===== config.mk =====
export PLATFORM = sky130hd
export DESIGN_NAME = uart_rx_deframer
export DESIGN_NICKNAME = d
export VERILOG_FILES = /design/src/rtl/uart_pkg.sv /design/src/rtl/uart_byte_fifo.sv /design/src/rtl/uart_rx_deframer.sv
export SDC_FILE = /design/constraint.sdc
export NUM_CORES = 1
export LEC_CHECK = 0
export ABC_CLOCK_PERIOD_IN_PS = 2900
export CORE_ASPECT_RATIO = 1.1
export CORE_UTILIZATION = 56
export DETAILED_ROUTE_END_ITERATION = 8
export GPL_ROUTABILITY_DRIVEN = 0
export PLACE_DENSITY_LB_ADDON = 0.12
export SLEW_MARGIN = 20
export SYNTH_ARGS = -nofsm -noshare
export SYNTH_HDL_FRONTEND = slang
export SYNTH_SLANG_ARGS = --single-unit

===== constraint.sdc =====
create_clock -name CLK -period 2.9 [get_ports CLK]
set_input_delay 0.725 -clock CLK [delete_from_list [all_inputs] [get_ports CLK]]
set_output_delay 0.725 -clock CLK [all_outputs]
set_load 0.02 [all_outputs]

===== src/rtl/uart_pkg.sv =====
// Shared UART definitions: receive FSM states, frame width and baud divisor helper.
package uart_pkg;

    localparam int DATA_BITS = 8;

    typedef enum logic [2:0] {
        IDLE,
        START,
        DATA,
        STOP,
        BREAK
    } rx_state_e;

    // Clock cycles per bit; the transmit side uses the same rounding (truncation).
    function automatic int calc_div(input longint clk_hz, input longint baud);
        return int'(clk_hz / baud);
    endfunction

endpackage


===== src/rtl/uart_byte_fifo.sv =====
// Circular byte FIFO with show-ahead output; full/empty from pointers one bit wider than the address.
module uart_byte_fifo #(
    parameter int DEPTH = 4,
    parameter int WIDTH = 8
) (
    input  logic             clk_i,
    input  logic             rst_i,
    input  logic             push_i,
    input  logic [WIDTH-1:0] din_i,
    output logic             full_o,
    input  logic             pop_i,
    output logic [WIDTH-1:0] dout_o,
    output logic             empty_o
);

    localparam int AW = $clog2(DEPTH);

    logic [AW:0]      wr_ptr_q;
    logic [AW:0]      rd_ptr_q;
    logic [WIDTH-1:0] mem_q [DEPTH];
    logic             wr_en;
    logic             rd_en;

    assign empty_o = (wr_ptr_q == rd_ptr_q);
    assign full_o  = (wr_ptr_q[AW] != rd_ptr_q[AW]) &&
                     (wr_ptr_q[AW-1:0] == rd_ptr_q[AW-1:0]);

    // A pop in the same cycle frees the slot being written, so a full FIFO still accepts.
    assign wr_en = push_i && (!full_o || pop_i);
    assign rd_en = pop_i && !empty_o;

    always_ff @(posedge clk_i or posedge rst_i) begin
        if (rst_i) begin
            wr_ptr_q <= '0;
            rd_ptr_q <= '0;
        end else begin
            if (wr_en) begin
                wr_ptr_q <= wr_ptr_q + 1'b1;
            end
            if (rd_en) begin
                rd_ptr_q <= rd_ptr_q + 1'b1;
            end
        end
    end

    always_ff @(posedge clk_i) begin
        if (wr_en) begin
            mem_q[wr_ptr_q[AW-1:0]] <= din_i;
        end
    end

    assign dout_o = mem_q[rd_ptr_q[AW-1:0]];

endmodule


===== src/rtl/uart_rx_deframer.sv =====
// 8N1 UART receive front end: 2-flop synchroniser, mid-bit sampling FSM, valid/ready byte output.
// Build option UART_RX_FIFO_EN selects a FIFO_DEPTH-entry byte FIFO instead of a single holding register.
module uart_rx_deframer
    import uart_pkg::*;
#(
    parameter int CLK_HZ     = 100_000_000,
    parameter int BAUD       = 115_200,
    parameter int DIV        = calc_div(CLK_HZ, BAUD),
    parameter int FIFO_DEPTH = 4
) (
    input  logic                 CLK,
    input  logic                 RST,
    input  logic                 uart_line_in,
    output logic [DATA_BITS-1:0] out_data,
    output logic                 out_valid,
    input  logic                 out_ready,
    output logic                 frame_err,
    output logic                 overrun,
    output logic                 busy
);

    localparam int DIV_W = $clog2(DIV);
    localparam int IDX_W = $clog2(DATA_BITS);
    localparam logic [DIV_W-1:0] HALF_LAST = DIV_W'(DIV / 2 - 1);
    localparam logic [DIV_W-1:0] DIV_LAST  = DIV_W'(DIV - 1);
    localparam logic [IDX_W-1:0] IDX_LAST  = IDX_W'(DATA_BITS - 1);

    generate
        if (DIV < 4) begin : g_div_check
            $error("uart_rx_deframer: DIV must be at least 4");
        end
        // Validated in both builds so a bad depth is caught before the FIFO is switched on.
        if ((FIFO_DEPTH < 2) || ((FIFO_DEPTH & (FIFO_DEPTH - 1)) != 0)) begin : g_depth_check
            $error("uart_rx_deframer: FIFO_DEPTH must be a power of two, at least 2");
        end
    endgenerate

    logic                 sync1_q;
    logic                 sync2_q;
    logic                 rx;
    rx_state_e            state_q;
    logic [DIV_W-1:0]     div_q;
    logic [IDX_W-1:0]     bit_idx_q;
    logic [DATA_BITS-1:0] shift_q;
    logic                 frame_err_q;
    logic                 overrun_q;
    logic                 push;
    logic                 pop;

    always_ff @(posedge CLK or posedge RST) begin
        if (RST) begin
            sync1_q <= 1'b1;
            sync2_q <= 1'b1;
        end else begin
            sync1_q <= uart_line_in;
            sync2_q <= sync1_q;
        end
    end

    assign rx = sync2_q;

    always_ff @(posedge CLK or posedge RST) begin
        if (RST) begin
            state_q     <= IDLE;
            div_q       <= '0;
            bit_idx_q   <= '0;
            shift_q     <= '0;
            frame_err_q <= 1'b0;
        end else begin
            frame_err_q <= 1'b0;
            case (state_q)
                IDLE: begin
                    div_q <= '0;
                    if (!rx) begin
                        state_q <= START;
                    end
                end
                START: begin
                    if (div_q == HALF_LAST) begin
                        div_q     <= '0;
                        bit_idx_q <= '0;
                        state_q   <= rx ? IDLE : DATA;
                    end else begin
                        div_q <= div_q + 1'b1;
                    end
                end
                DATA: begin
                    if (div_q == DIV_LAST) begin
                        div_q            <= '0;
                        shift_q[bit_idx_q] <= rx;
                        if (bit_idx_q == IDX_LAST) begin
                            state_q <= STOP;
                        end else begin
                            bit_idx_q <= bit_idx_q + 1'b1;
                        end
                    end else begin
                        div_q <= div_q + 1'b1;
                    end
                end
                STOP: begin
                    if (div_q == DIV_LAST) begin
                        div_q <= '0;
                        if (rx) begin
                            state_q <= IDLE;
                        end else begin
                            frame_err_q <= 1'b1;
                            state_q     <= BREAK;
                        end
                    end else begin
                        div_q <= div_q + 1'b1;
                    end
                end
                BREAK: begin
                    // A held-low line must go high before another start bit is accepted.
                    div_q <= '0;
                    if (rx) begin
                        state_q <= IDLE;
                    end
                end
                default: begin
                    state_q <= IDLE;
                    div_q   <= '0;
                end
            endcase
        end
    end

    // The stop-bit sample and the buffer write share an edge, so out_valid rises one cycle later.
    assign push = (state_q == STOP) && (div_q == DIV_LAST) && rx;
    assign pop  = out_valid && out_ready;

`ifdef UART_RX_FIFO_EN
    logic                 fifo_full;
    logic                 fifo_empty;
    logic [DATA_BITS-1:0] fifo_dout;

    uart_byte_fifo #(
        .DEPTH (FIFO_DEPTH),
        .WIDTH (DATA_BITS)
    ) u_fifo (
        .clk_i   (CLK),
        .rst_i   (RST),
        .push_i  (push),
        .din_i   (shift_q),
        .full_o  (fifo_full),
        .pop_i   (pop),
        .dout_o  (fifo_dout),
        .empty_o (fifo_empty)
    );

    assign out_valid = !fifo_empty;
    assign out_data  = fifo_empty ? '0 : fifo_dout;

    always_ff @(posedge CLK or posedge RST) begin
        if (RST) begin
            overrun_q <= 1'b0;
        end else begin
            overrun_q <= push && fifo_full && !pop;
        end
    end
`else
    logic                 hold_valid_q;
    logic [DATA_BITS-1:0] hold_data_q;

    always_ff @(posedge CLK or posedge RST) begin
        if (RST) begin
            hold_valid_q <= 1'b0;
            hold_data_q  <= '0;
            overrun_q    <= 1'b0;
        end else begin
            overrun_q <= push && hold_valid_q && !pop;
            if (push && (!hold_valid_q || pop)) begin
                hold_valid_q <= 1'b1;
                hold_data_q  <= shift_q;
            end else if (pop) begin
                hold_valid_q <= 1'b0;
            end
        end
    end

    assign out_valid = hold_valid_q;
    assign out_data  = hold_data_q;
`endif

    assign frame_err = frame_err_q;
    assign overrun   = overrun_q;
    assign busy      = (state_q != IDLE);

endmodule

==> results of run 1 <==
-- worst min path at each step --
stage | from | endpoint | slack (ns) | cells past startpoint
floorplan | sync1_q$_DFF_PP1_ | rx$_DFF_PP1_ | 0.35 | 0
global placement | sync1_q$_DFF_PP1_ | rx$_DFF_PP1_ | 0.35 | 0
detailed placement | sync1_q$_DFF_PP1_ | rx$_DFF_PP1_ | 0.35 | 0
CTS | sync1_q$_DFF_PP1_ | rx$_DFF_PP1_ | 0.37 | 0
global route | sync1_q$_DFF_PP1_ | rx$_DFF_PP1_ | 0.37 | 0
finish | sync1_q$_DFF_PP1_ | rx$_DFF_PP1_ | 0.37 | 0
-- through the flow --
stage	power [mW]	instances	utilization (%)	hold WS, ns	instance area [sq um]
2_1_floorplan	0.5389	153	-	0.3452	1760
3_3_place_gp	0.5467	197	67.39	0.3489	1939
3_5_place_dp	0.5476	197	67.39	0.3533	1939
4_1_cts	0.8348	205	69.43	0.3686	1998
5_1_grt	0.8583	205	69.43	0.3718	1998
6_report	0.8254	205	69.43	0.3669	1998
-- registers in the layout, summed over array words and instances, names as in the netlist --
name	flops
bit_idx_q	3
out_data	8
sync1_q	1
rx	1
state_q	3
overrun	1
frame_err	1
div_q	10
out_valid	1
shift_q	8
-- per-layer routing --
layer | track usage, % | up-vias | wire [um]
met1 | 24.69 | 617 | 1365
met2 | 35.80 | 32 | 1542
met5 | 0 | - | 0
met3 | 7.463 | 6 | 151
met4 | 12.50 | 0 | 66
li1 | - | 583 | -
-- cells by family (layout without fill, tap and decap cells) --
family / count (synthesis) / after routing / synth area share, %
compound gates: 6 / 6 / 2.630
xor+xnor: 8 / 8 / 3.980
fa+ha+maj: 4 / 4 / 2.843
buf+inv: 7 / 26 / 1.563
flops: 37 / 37 / 52.74
mux: 18 / 18 / 11.51
simple gates: 73 / 73 / 24.73
-- layout by cell type (no fill, tap or decap), types with 2 or more instances in the layout --
master	synthesis	routed
clkbuf_4	0	5
nor4_1	2	2
inv_1	2	2
mux2_2	18	18
xnor2_1	5	5
nor2_1	14	14
xor2_1	3	3
nor3_1	10	10
or4_1	2	2
nand2b_1	3	3
a21oi_1	2	2
or2_2	2	2
clkdlybuf4s50_1	0	15
nor3b_4	2	2
nor2b_1	2	2
nor4b_1	2	2
or3_1	2	2
clkbuf_1	4	2
o21ai_0	2	2
nand4_1	6	6
dfrtp_1	35	35
dfstp_2	2	2
and3_1	4	4
nand3_1	6	6
nand2_1	10	10
ha_1	4	4
nand3b_1	3	3
-- area by class of cell --
cell class	instances	area [sq um]	area share, %
Clock buffer	8	58.81	2.943
Tap cell	33	41.29	2.066
Timing Repair Buffer	16	157.7	7.890
Inverter	2	7.507	0.3757
Sequential cell	37	928.4	46.46
Multi-Input combinational cell	109	804.5	40.26
-- power breakdown --
part           internal, mW  total (mW)  switching (mW)
Sequential            0.518       0.521         0.00299
Clock                 0.120       0.289           0.169
Combinational       0.00488      0.0155          0.0107
Total                 0.643       0.825           0.182
==> run metrics, run 1 <==
outcome finished, final reports clean; CTS tree yes; CP startpoint state_q[1]$_DFFE_PP0P_; first-pass GRT wire length approximately 5.4 mm; Final ANT Viol Nets 0; mapped cell area around 1800 sq um; Pre-Repair DR Iteration Count 4; reg-to-reg slack, setup roughly 0.63 ns; largest net degree at the start of global routing 38; vias per cell 6.039; sequence of cells on the critical path or3_1 > clkdlybuf4s50_1; Synthesis Warnings 0; DRC 0; number of flops mapped to enable cells by yosys 0; post-CTS sizing 0; Distinct cells, synth 31; setup repair after global routing missed its margin false; Initial Util 61.17%; TNS Setup 0 ns; top-area cell type share of the netlist area about half; vias in the first global route ~1,200; 1st-iter DRT viols 19; Avg Inst Size Synth 11.51 sq um; final hold vios 0; reg2reg path depth 5; fraction of layout cells with a size suffix above 1 about 20%; H-Tree Depth 2; CP Capture Point busy; Peak VDD IR 0.0003650 V; final slew viol count 0; Die Y-Extent roughly 61 um; CTS clk-pin slew, worst paths 0.10 ns; # fillers ~240; Least-Margin Pin Slew between 0.6 and 0.7 ns; CP startpoint kind register; Setup WS pre-CTS 0.6171 ns; top-count cell post-synth dfrtp_1; CTS Hold Bufs 0; syn nets roughly 160; TritonCTS Buffers 5; CP Class reg -> out; Pwr Density around 410 nW/um^2; n_diodes 0; Die X approximately 55 um; Synth top cells by count dfrtp_1, mux2_2, nor2_1; fmax between 300 and 400 MHz; Synth-to-Final Area Change 13.50%; largest cells by area after synthesis dfrtp_1, mux2_2, dfstp_2; clock latency on the worst-skew pair approximately 0.35 ns; CTS Buffer Depth 2; number of I/O port buffers 15; Async SR Flop Fraction 100.0%; sequential element share of the synthesized area between 50% and 60%; initial antenna violation count 0; WL/cell 15.24 um; final setup margin around 0.3 ns; setup bufs post-CTS 0; Worst Path Buf+Inv 1; Final Cycle Share about nine tenths; Leak Pwr 0.9069 nW; I/O pins 16; Worst Skew between 0.01 and 0.015 ns; Synth Instances between 150 and 200; CORE AREA between 2000 and 3000 sq um; via count 1,238; Critical Path Sink Type primary output; Max transition margin slightly below 60%; Detail Placement HPWL about 2.2 mm; # clock sinks 37; Critical R2R Launch div_q[0]$_DFF_PP0_; HP Class reg -> reg; Max Cap Viol 0; GRT Total Usage a little over a fifth; synthesized flop and latch total 37; WL final 3.125 mm; crit path max fanout 13; cell family with most CP delay flip-flops; Worst path max stage delay 0.56 ns; DIE AREA 3372 sq um; setup violators final 0; RR Endpoint shift_q[3]$_DFFE_PP0P_; Post-synth top flop dfrtp_1; Overflow after GRT 0; Final min period approximately 2.6 ns; crit path max-delay cell type dfrtp_1; Final Net Count around 180; Clock Root Buffer clkbuf_4; Site Rows 20; Synth area leader dfrtp_1; WP depth 2; Worst EP required 2.17 ns; Worst EP arrival about 1.9 ns
Note: power is estimated with default switching activity, not from simulation.
==> run 2: changes to the inputs <==
- CORE_UTILIZATION: 56 -> 50
==> run 2 against run 1 <==
Effect of this change: worst setup slack improved by 0.0032 ns; clock skew down 0.0014 ns; hold slack got worse by 0.0011 ns; critical path depth unchanged; count of clock-buffer cells in the layout decreased by 2; non-clock buffer count unchanged; cell count grew 7.3%; via count shrank 4.3%; critical path type unchanged; highest routed layer unchanged; total power grew 11%; sequential share of layout area shrank 1.1 points.
==> run metrics, run 2 (synthesized netlist as in run 1, its figures left out) <==
I/O pins 16 (unchanged); fraction of layout cells with a size suffix above 1 20.93% (+1.2 points); DIE AREA 3763 sq um (+12%); HP Class reg -> reg; Peak VDD IR 0.0003081 V (-16%); final hold vios 0 (unchanged); CTS Hold Bufs 0 (unchanged); post-CTS sizing 0 (unchanged); Detail Placement HPWL 2.120 mm (-3.9%); fmax 385.9 MHz (+0.12%); Critical Path Sink Type primary output; Clock Root Buffer clkbuf_4; Worst EP arrival 1.87 ns (about the same); # fillers 300 (+28%); final setup margin 0.3087 ns (+0.003179 ns); Overflow after GRT 0 (unchanged); CP startpoint kind register; Worst EP required 2.17 ns (about the same); 1st-iter DRT viols 19 (unchanged); Min Hold Slack 0.3658 ns (-0.001073 ns); Pwr Density 449.2 nW/um^2 (+8.7%); vias in the first global route 1,171 (-4.7%); reg2reg path depth 5 (unchanged); H-Tree Depth 2 (unchanged); Pwr Total 0.9194 mW (+11%); CP Class reg -> out; Pre-Repair DR Iteration Count 4 (unchanged); Final min period 2.591 ns (-0.003179 ns); final slew viol count 0 (unchanged); Die Y-Extent 64.24 um (+5.6%); TritonCTS Buffers 5 (unchanged); utilization after layout 60.95% (-8.5 points); RR Endpoint out_data[5]$_DFFE_PP0P_; Die X 58.58 um (+5.6%); Worst Skew 0.01247 ns (-0.001366 ns); register area 928.4 sq um (unchanged); Final Net Count 179 (unchanged); initial antenna violation count 0 (unchanged); WL final 3.093 mm (-1.0%); Biggest register div_q; Synth-to-Final Area Change 16.28%; Critical R2R Launch div_q[0]$_DFF_PP0_; Site Rows 22 (+10%); CP Capture Point busy; WL/cell 14.06 um (-7.8%); most frequent cells in the layout dfrtp_1, mux2_2, clkdlybuf4s50_1, nor2_1; CORE AREA 3358 sq um (+17%); Area after DPL 1958 sq um (+0.97%); Initial Util 52.42% (-8.8 points); Leak Pwr 0.9188 nW (+1.3%); most common cell after layout, fill and taps aside dfrtp_1; area of the multi-input gates 804.5 sq um (unchanged); crit path max fanout 13 (unchanged); reg-to-reg slack, setup 0.66 ns (+0.03 ns); setup violators final 0 (unchanged); largest net degree at the start of global routing 38 (unchanged); Max Cap Viol 0 (unchanged); TNS Setup 0 ns (unchanged); number of I/O port buffers 15 (unchanged); Final ANT Viol Nets 0 (unchanged); Max transition margin 59.82% (+0.66 points); CP startpoint state_q[1]$_DFFE_PP0P_; CTS Buffer Depth 2 (unchanged); Least-Margin Pin Slew 0.5943 ns (-0.009798 ns); setup repair after global routing missed its margin false; via count 1,185 (-4.3%); vias per cell 5.386 (-11%); CTS tree yes; Final Cycle Share 89.36% (-0.11 points); setup bufs post-CTS 0 (unchanged); Setup WS pre-CTS 0.5871 ns (-0.02997 ns); outcome finished, final reports clean; max reg flops 10 (unchanged); GRT Total Usage 19.69% (-1.8 points); n_diodes 0 (unchanged); final std cells w/o fill 220 (+7.3%); Finished Cell Area 2047 sq um (+2.4%); clock latency on the worst-skew pair 0.35 ns (about the same); first-pass GRT wire length 5.388 mm (-0.52%); placed cells 212 (+7.6%); CTS clk-pin slew, worst paths 0.12 ns (+0.02 ns); DRC 0 (unchanged); # clock sinks 37 (unchanged)
==> run 2: cell count changes in the layout (fill, tap and decap cells not counted) <==
| cell | delta |
|---|---|
| bufinv_16 | +1 |
| clkbuf_1 | -2 |
| clkinvlp_4 | +1 |
==> run 2: final cells by class <==
cell class	count	share of cell area, %
flip-flops and latches	37	45.35
multi-input cells	109	39.30
repair buffers	16	7.702
well taps	48	2.934
clock buffers	6	2.506
clock inverters	2	1.834
inverters	2	0.3667
==> run 2: per-layer routing <==
| metal | global-route usage [%] | wire, um |
|---|---|---|
| met5 | 0 | 0 |
| met4 | 8.929 | 59 |
| met3 | 6.073 | 120 |
| met2 | 30.17 | 1479 |
| met1 | 25.40 | 1434 |
==> run 2: how the worst min path moves through the flow <==
stage,start,endpoint,depth (start not counted)
2_1_floorplan,sync1_q$_DFF_PP1_,rx$_DFF_PP1_,0
3_3_place_gp,sync1_q$_DFF_PP1_,rx$_DFF_PP1_,0
3_5_place_dp,sync1_q$_DFF_PP1_,rx$_DFF_PP1_,0
4_1_cts,sync1_q$_DFF_PP1_,rx$_DFF_PP1_,0
5_1_grt,sync1_q$_DFF_PP1_,rx$_DFF_PP1_,0
6_report,sync1_q$_DFF_PP1_,rx$_DFF_PP1_,0
==> run 2: worst max-delay path: stages (launching register included) <==
cell and delay [ns]:
dfrtp_1 0.55, or3_1 0.42, clkdlybuf4s50_1 0.54
==> run 2: report_power, final <==
group / internal [mW] / total [mW] / switching [mW]
sequential: 0.518 / 0.521 / 0.00304
clock: 0.205 / 0.382 / 0.177
combinational: 0.00490 / 0.0157 / 0.0108
